===== src/rtl/fft_pkg.sv =====
// Shared definitions for the FFT bank arbiter: sizes, requester ids, FSM states.
package fft_pkg;

  localparam int unsigned WORDSIZE   = 16;
  localparam int unsigned ADDRSIZE   = 3;
  localparam int unsigned NUMSAMPLES = 32;
  localparam int unsigned NUMBANKS   = 4;
  localparam int unsigned NUMREQ     = 3;

  localparam logic [1:0] REQ_LOADER = 2'd0;
  localparam logic [1:0] REQ_STAGE  = 2'd1;
  localparam logic [1:0] REQ_OUTPUT = 2'd2;

  typedef enum logic [1:0] {
    ST_IDLE  = 2'd0,
    ST_GRANT = 2'd1,
    ST_DRAIN = 2'd2
  } arb_state_e;

  // One-hot requester vector to index; an empty vector maps to the loader.
  function automatic logic [1:0] onehot_to_idx(input logic [2:0] oh);
    if (oh[2])      return REQ_OUTPUT;
    else if (oh[1]) return REQ_STAGE;
    else            return REQ_LOADER;
  endfunction

endpackage


===== src/rtl/fft_rr_pick.sv =====
// Combinational 3-way round-robin selector: search starts just after the last winner.
module fft_rr_pick (
  input  logic [2:0] req_i,
  input  logic [1:0] last_winner_i,
  output logic [2:0] winner_o
);

  int unsigned idx;

  // First requesting index in the order last_winner+1, +2, +3 (mod 3).
  always_comb begin
    winner_o = '0;
    idx      = 0;
    for (int unsigned k = 1; k <= 3; k++) begin
      idx = (int'(last_winner_i) + k) % 3;
      if ((winner_o == '0) && req_i[idx]) begin
        winner_o[idx] = 1'b1;
      end
    end
  end

endmodule


===== src/rtl/fft_bank_arbiter.sv =====
// Arbitrates three requesters (loader, stage engine, output reader) onto four RAM banks.
module fft_bank_arbiter #(
  parameter int unsigned WORDSIZE = 16,
  parameter int unsigned ADDRSIZE = 3,
  parameter int unsigned MAXBURST = 64
) (
  input  logic                    clk,
  input  logic                    rst_n,
  input  logic [2:0]              req,
  input  logic [2:0]              last,
  input  logic [3*4*ADDRSIZE-1:0] rd_addr_in,
  input  logic [3*4*ADDRSIZE-1:0] wr_addr_in,
  input  logic [3*4-1:0]          rd_en_in,
  input  logic [3*4-1:0]          wr_en_in,
  output logic [2:0]              gnt,
  output logic [4*ADDRSIZE-1:0]   rd_addr_out,
  output logic [4*ADDRSIZE-1:0]   wr_addr_out,
  output logic [3:0]              rd_en_out,
  output logic [3:0]              wr_en_out,
  output logic [3:0]              cs_out,
  output logic                    busy,
  output logic                    timeout
);

  import fft_pkg::*;

  localparam int unsigned BANK_W = NUMBANKS * ADDRSIZE;
  localparam int unsigned CNT_W  = (MAXBURST > 1) ? $clog2(MAXBURST) : 1;
  localparam logic [CNT_W-1:0] CNT_MAX = CNT_W'(MAXBURST - 1);

  if (MAXBURST < 2) begin : g_bad_maxburst
    $error("MAXBURST must be at least 2");
  end
  if (WORDSIZE == 0) begin : g_bad_wordsize
    $error("WORDSIZE must be non-zero");
  end

  arb_state_e          state_q;
  logic [2:0]          gnt_q;
  logic [1:0]          last_winner_q;
  logic [CNT_W-1:0]    burst_q;
  logic [BANK_W-1:0]   rd_addr_q, wr_addr_q;
  logic [3:0]          rd_en_q, wr_en_q, cs_q;
  logic                timeout_q;

  logic [2:0]          pick_oh;
  logic [1:0]          gnt_idx;
  logic                sel_req, sel_last;
  logic [BANK_W-1:0]   sel_rd_addr, sel_wr_addr;
  logic [3:0]          sel_rd_en, sel_wr_en;

  fft_rr_pick u_pick (
    .req_i         (req),
    .last_winner_i (last_winner_q),
    .winner_o      (pick_oh)
  );

  // Mux out the currently granted requester's request and bank slices.
  always_comb begin
    gnt_idx     = onehot_to_idx(gnt_q);
    sel_req     = req[gnt_idx];
    sel_last    = last[gnt_idx];
    sel_rd_addr = rd_addr_in[gnt_idx*BANK_W +: BANK_W];
    sel_wr_addr = wr_addr_in[gnt_idx*BANK_W +: BANK_W];
    sel_rd_en   = rd_en_in[gnt_idx*NUMBANKS +: NUMBANKS];
    sel_wr_en   = wr_en_in[gnt_idx*NUMBANKS +: NUMBANKS];
  end

  // Arbitration FSM with registered grant, bank outputs and timeout pulse.
  always_ff @(posedge clk or negedge rst_n) begin
    if (!rst_n) begin
      state_q       <= ST_IDLE;
      gnt_q         <= '0;
      last_winner_q <= REQ_OUTPUT;
      burst_q       <= '0;
      rd_addr_q     <= '0;
      wr_addr_q     <= '0;
      rd_en_q       <= '0;
      wr_en_q       <= '0;
      cs_q          <= '0;
      timeout_q     <= 1'b0;
    end else begin
      timeout_q <= 1'b0;
      case (state_q)
        ST_IDLE: begin
          rd_en_q <= '0;
          wr_en_q <= '0;
          cs_q    <= '0;
          if (|req) begin
            state_q       <= ST_GRANT;
            gnt_q         <= pick_oh;
            last_winner_q <= onehot_to_idx(pick_oh);
            burst_q       <= '0;
          end
        end
        ST_GRANT: begin
          burst_q <= burst_q + 1'b1;
          if (sel_req) begin
            rd_addr_q <= sel_rd_addr;
            wr_addr_q <= sel_wr_addr;
            rd_en_q   <= sel_rd_en;
            wr_en_q   <= sel_wr_en;
            cs_q      <= sel_rd_en | sel_wr_en;
            if (sel_last) begin
              state_q <= ST_DRAIN;
              gnt_q   <= '0;
            end else if (burst_q == CNT_MAX) begin
              state_q   <= ST_DRAIN;
              gnt_q     <= '0;
              timeout_q <= 1'b1;
            end
          end else begin
            // Dropped request: this cycle's beat is discarded, addresses hold.
            rd_en_q <= '0;
            wr_en_q <= '0;
            cs_q    <= '0;
            state_q <= ST_DRAIN;
            gnt_q   <= '0;
          end
        end
        ST_DRAIN: begin
          rd_en_q <= '0;
          wr_en_q <= '0;
          cs_q    <= '0;
          state_q <= ST_IDLE;
        end
        default: begin
          state_q <= ST_IDLE;
          gnt_q   <= '0;
        end
      endcase
    end
  end

  assign gnt         = gnt_q;
  assign rd_addr_out = rd_addr_q;
  assign wr_addr_out = wr_addr_q;
  assign rd_en_out   = rd_en_q;
  assign wr_en_out   = wr_en_q;
  assign cs_out      = cs_q;
  assign timeout     = timeout_q;
  assign busy        = (state_q != ST_IDLE);

endmodule


===== config.mk =====
export PLATFORM = sky130hd
export DESIGN_NAME = fft_bank_arbiter
export DESIGN_NICKNAME = d
export VERILOG_FILES = /design/src/rtl/fft_pkg.sv /design/src/rtl/fft_rr_pick.sv /design/src/rtl/fft_bank_arbiter.sv
export SDC_FILE = /design/constraint.sdc
export NUM_CORES = 1
export LEC_CHECK = 0
export CORE_ASPECT_RATIO = 0.5
export CORE_MARGIN = 2
export CORE_UTILIZATION = 44
export CTS_CLUSTER_SIZE = 14
export DETAILED_ROUTE_END_ITERATION = 10
export PLACE_DENSITY = 0.92
export SYNTH_ARGS = -nofsm -noshare
export SYNTH_HDL_FRONTEND = slang
export SYNTH_SLANG_ARGS = --single-unit

===== constraint.sdc =====
create_clock -name clk -period 3.4 [get_ports clk]
set_input_delay 0.68 -clock clk [delete_from_list [all_inputs] [get_ports clk]]
set_output_delay 0.68 -clock clk [all_outputs]
set_load 0.02 [all_outputs]

==> qor.txt <==
outcome = finished, final reports clean
Comb power frac = 53.6%
worst path arrival time = 2530 ps
critical path class = input pin to flop
asr flop ratio synth = 100.0%
top cells by count, synth = 49 x dfrtp_1, 42 x nand2_1, 40 x o21ai_0
die height = 61.24 um
worst hold slack = 398.0 ps
ANT cells = 0
Top FF cell, synth = dfrtp_1
gpl congestion = 0.8758
period utilisation layout = 69.19%
CTS max path bufs = 2
pin count of the biggest net entering global routing = 69
DRC viols = 0
Power Density = 737.2 nW/um^2
Design Power = 3.343 mW
antenna viol nets, final = 0
CP max-delay cell = clkdlybuf4s50_1
share of layout cells above drive strength 1 = 4.329%
Worst Setup End Kind = flop
number of max-cap violations = 0
clk_lat worst skew = 290 ps
Layout Utilization = 73.06%
clock sink count = 50
Pre-Repair DR Iteration Count = 4
Worst Clk Skew = 5.339 ps
Site Rows = 20
Finished Layout Cells = 550
wire per inst = 14.41 um
IO Pins = 145
Post-synth EDFFs = 0
Slew Limit Fails = 0
vias per cell = 5.131
final hold violation count = 0
Setup violations, final = 0
top cells by area, synth = dfrtp_1 43%, mux2i_1 12%, o21ai_0 6.9%
Yosys warning count = 0
vias in the first global route = 2795
Nets = 570
CTS Hold Bufs = 0
worst hold path type = input pin to async pin
Synth top area share = 42.53%
H-tree depth = 2
synthesized area per cell = 8.762 um^2
multi-input logic area = 1518 um^2
Initial Util = 46.45%
number of cells after detailed placement = 542
first-pass GRT wire length = 12.82 mm
fmax = 425.1 MHz
Die ar. = 7255 um^2
worst slew pin tran = 631.2 ps
cts repair resizes = 0
vias = 2822
Die X = 118.5 um
Synth area leader = dfrtp_1
post-synthesis sequential area ratio = 43.45%
Reg area = 1255 um^2
switching share of power = 39.79%
leakage power = 1.905 nW
critical path cell sequence = clkdlybuf4s50_1 > mux2_2 > nor3b_1 > o31ai_1 > a41oi_1 > a22o_1
CP top delay family = compound AO/OA/AOI/OAI gates
Syn-to-layout area delta = 57.29%
post-DP HPWL = 6.132 mm
clock network fraction of design power = 16.7%
min cycle time layout = 2352 ps
Cell variety after synth = 42
GRT Total Usage = 22.43%
final wirelength = 7.923 mm
top-count cell post-synth = dfrtp_1
CTS tree = built
postcts setup bufs = 0
DRT iter0 DRCs = 163
sequential power share = 29.8%
RSZ-0062 raised after global routing = no
net count after synthesis = 438
Critical Path Fanout Max = 10
slowest cell delay on critical path = 680 ps
initial antenna violation count = 0
CTS root buf = clkbuf_16
Synth Register Bits = 50
P_int = 2.013 mW
IO Port Bufs = 144
Layout fillers = 487
mapped cell area = 2883 um^2
setup_tns = 0 ps
Num CTS Buffers = 5
startpoint class of the critical path = input pin
Buffers & Inverters on Critical Path = 1
GR Overflow Total = 0
Reg clk slew, reported paths = 70 ps
VDD IR-drop max = 0.3024 mV
Core ar. = 6206 um^2
WP data required = 3580 ps
cell count after synthesis = 329
P_sw = 1.330 mW
max-slew headroom at the worst pin = 57.92%
## worst register-to-register path, cell delays in order, from the launching register on
cell and delay [ps]:
dfstp_2 550, inv_1 70, ha_1 310, mux2_2 300, nor3b_1 50, o31ai_1 410, a41oi_1 210, a22o_1 240
## cells in the final DEF (no fill, tap or decap), drive strengths merged, types with 6 or more instances in the layout
cell | netlist | layout
clkdlybuf4s50 | 0 | 143
dfrtp | 49 | 49
nand2 | 42 | 42
o21ai | 41 | 41
nor2 | 38 | 38
a21oi | 38 | 38
mux2i | 35 | 35
a21o | 6 | 6
clkbuf | 13 | 6
## registers in the layout, summed over array words and instances, names as in the netlist
name / count
rd_addr_out: 12
wr_addr_out: 12
burst_q: 6
cs_out: 4
rd_en_out: 4
wr_en_out: 4
gnt: 3
last_winner_q: 2
state_q: 2
timeout: 1
## final timing paths
| path | start | endpoint | slack, ps | cells after the start |
|---|---|---|---|---|
| max | req[2] | last_winner_q[0] | 1050 | 6 |
| min reg2reg | wr_addr_out[7] | wr_addr_out[7] | 480 | 2 |
| max reg2reg | last_winner_q[1] | last_winner_q[0] | 1150 | 7 |
| min in group clk | wr_addr_out[7] | wr_addr_out[7] | 480 | 2 |
| max in group asynchronous | rst_n | wr_en_out[1] | 2260 | 2 |
| min | rst_n | timeout | 400 | 1 |
## metal layers
layer / part of all wire [%] / up-vias / global-route usage [%] / wire (um)
li1: - / 1422 / - / -
met3: 3.7 / 19 / 4.630 / 293
met1: 40 / 1314 / 24.62 / 3150
met2: 54 / 67 / 44.76 / 4296
met5: 0 / - / 0 / 0
met4: 2.3 / 0 / 8.844 / 183
## power by group through the flow
stage | combinational [mW] | clock, mW | sequential (mW)
3_3_place_gp | 1.75 | 0 | 0.995
6_report | 1.79 | 0.558 | 0.995
3_5_place_dp | 1.79 | 0 | 1.01
4_1_cts | 1.80 | 0.566 | 0.998
5_1_grt | 1.95 | 0.597 | 1.03
2_1_floorplan | 0.831 | 0 | 1.22
## through the flow
| step | setup WS (ps) | instance area [um^2] |
|---|---|---|
| after global routing | 910.9 | 4534 |
| after CTS | 1063 | 4534 |
| after floorplan | 1362 | 2883 |
| after detailed placement | 763.6 | 4368 |
| final | 1048 | 4534 |
| after global placement | 820.4 | 4368 |
## kinds of logic after synthesis
family / count (synthesis) / synth area share [%]
flip-flops: 50 / 43.45
AND/OR/NAND/NOR: 102 / 15.41
XOR/XNOR: 1 / 0.3039
multiplexers: 38 / 13.45
buffers and inverters: 28 / 3.906
AO/OA/AOI/OAI: 105 / 21.31
adder cells (fa/ha/maj): 5 / 2.170
## cell type report
class / instances / share of cell area, %
multi-input combinational: 251 / 33.47
timing repair buffer: 148 / 32.34
sequential: 50 / 27.68
clock buffer: 6 / 2.842
tap: 88 / 2.428
clock inverter: 2 / 0.8278
inverter: 5 / 0.4139
Power figures use the tool's default switching activity.
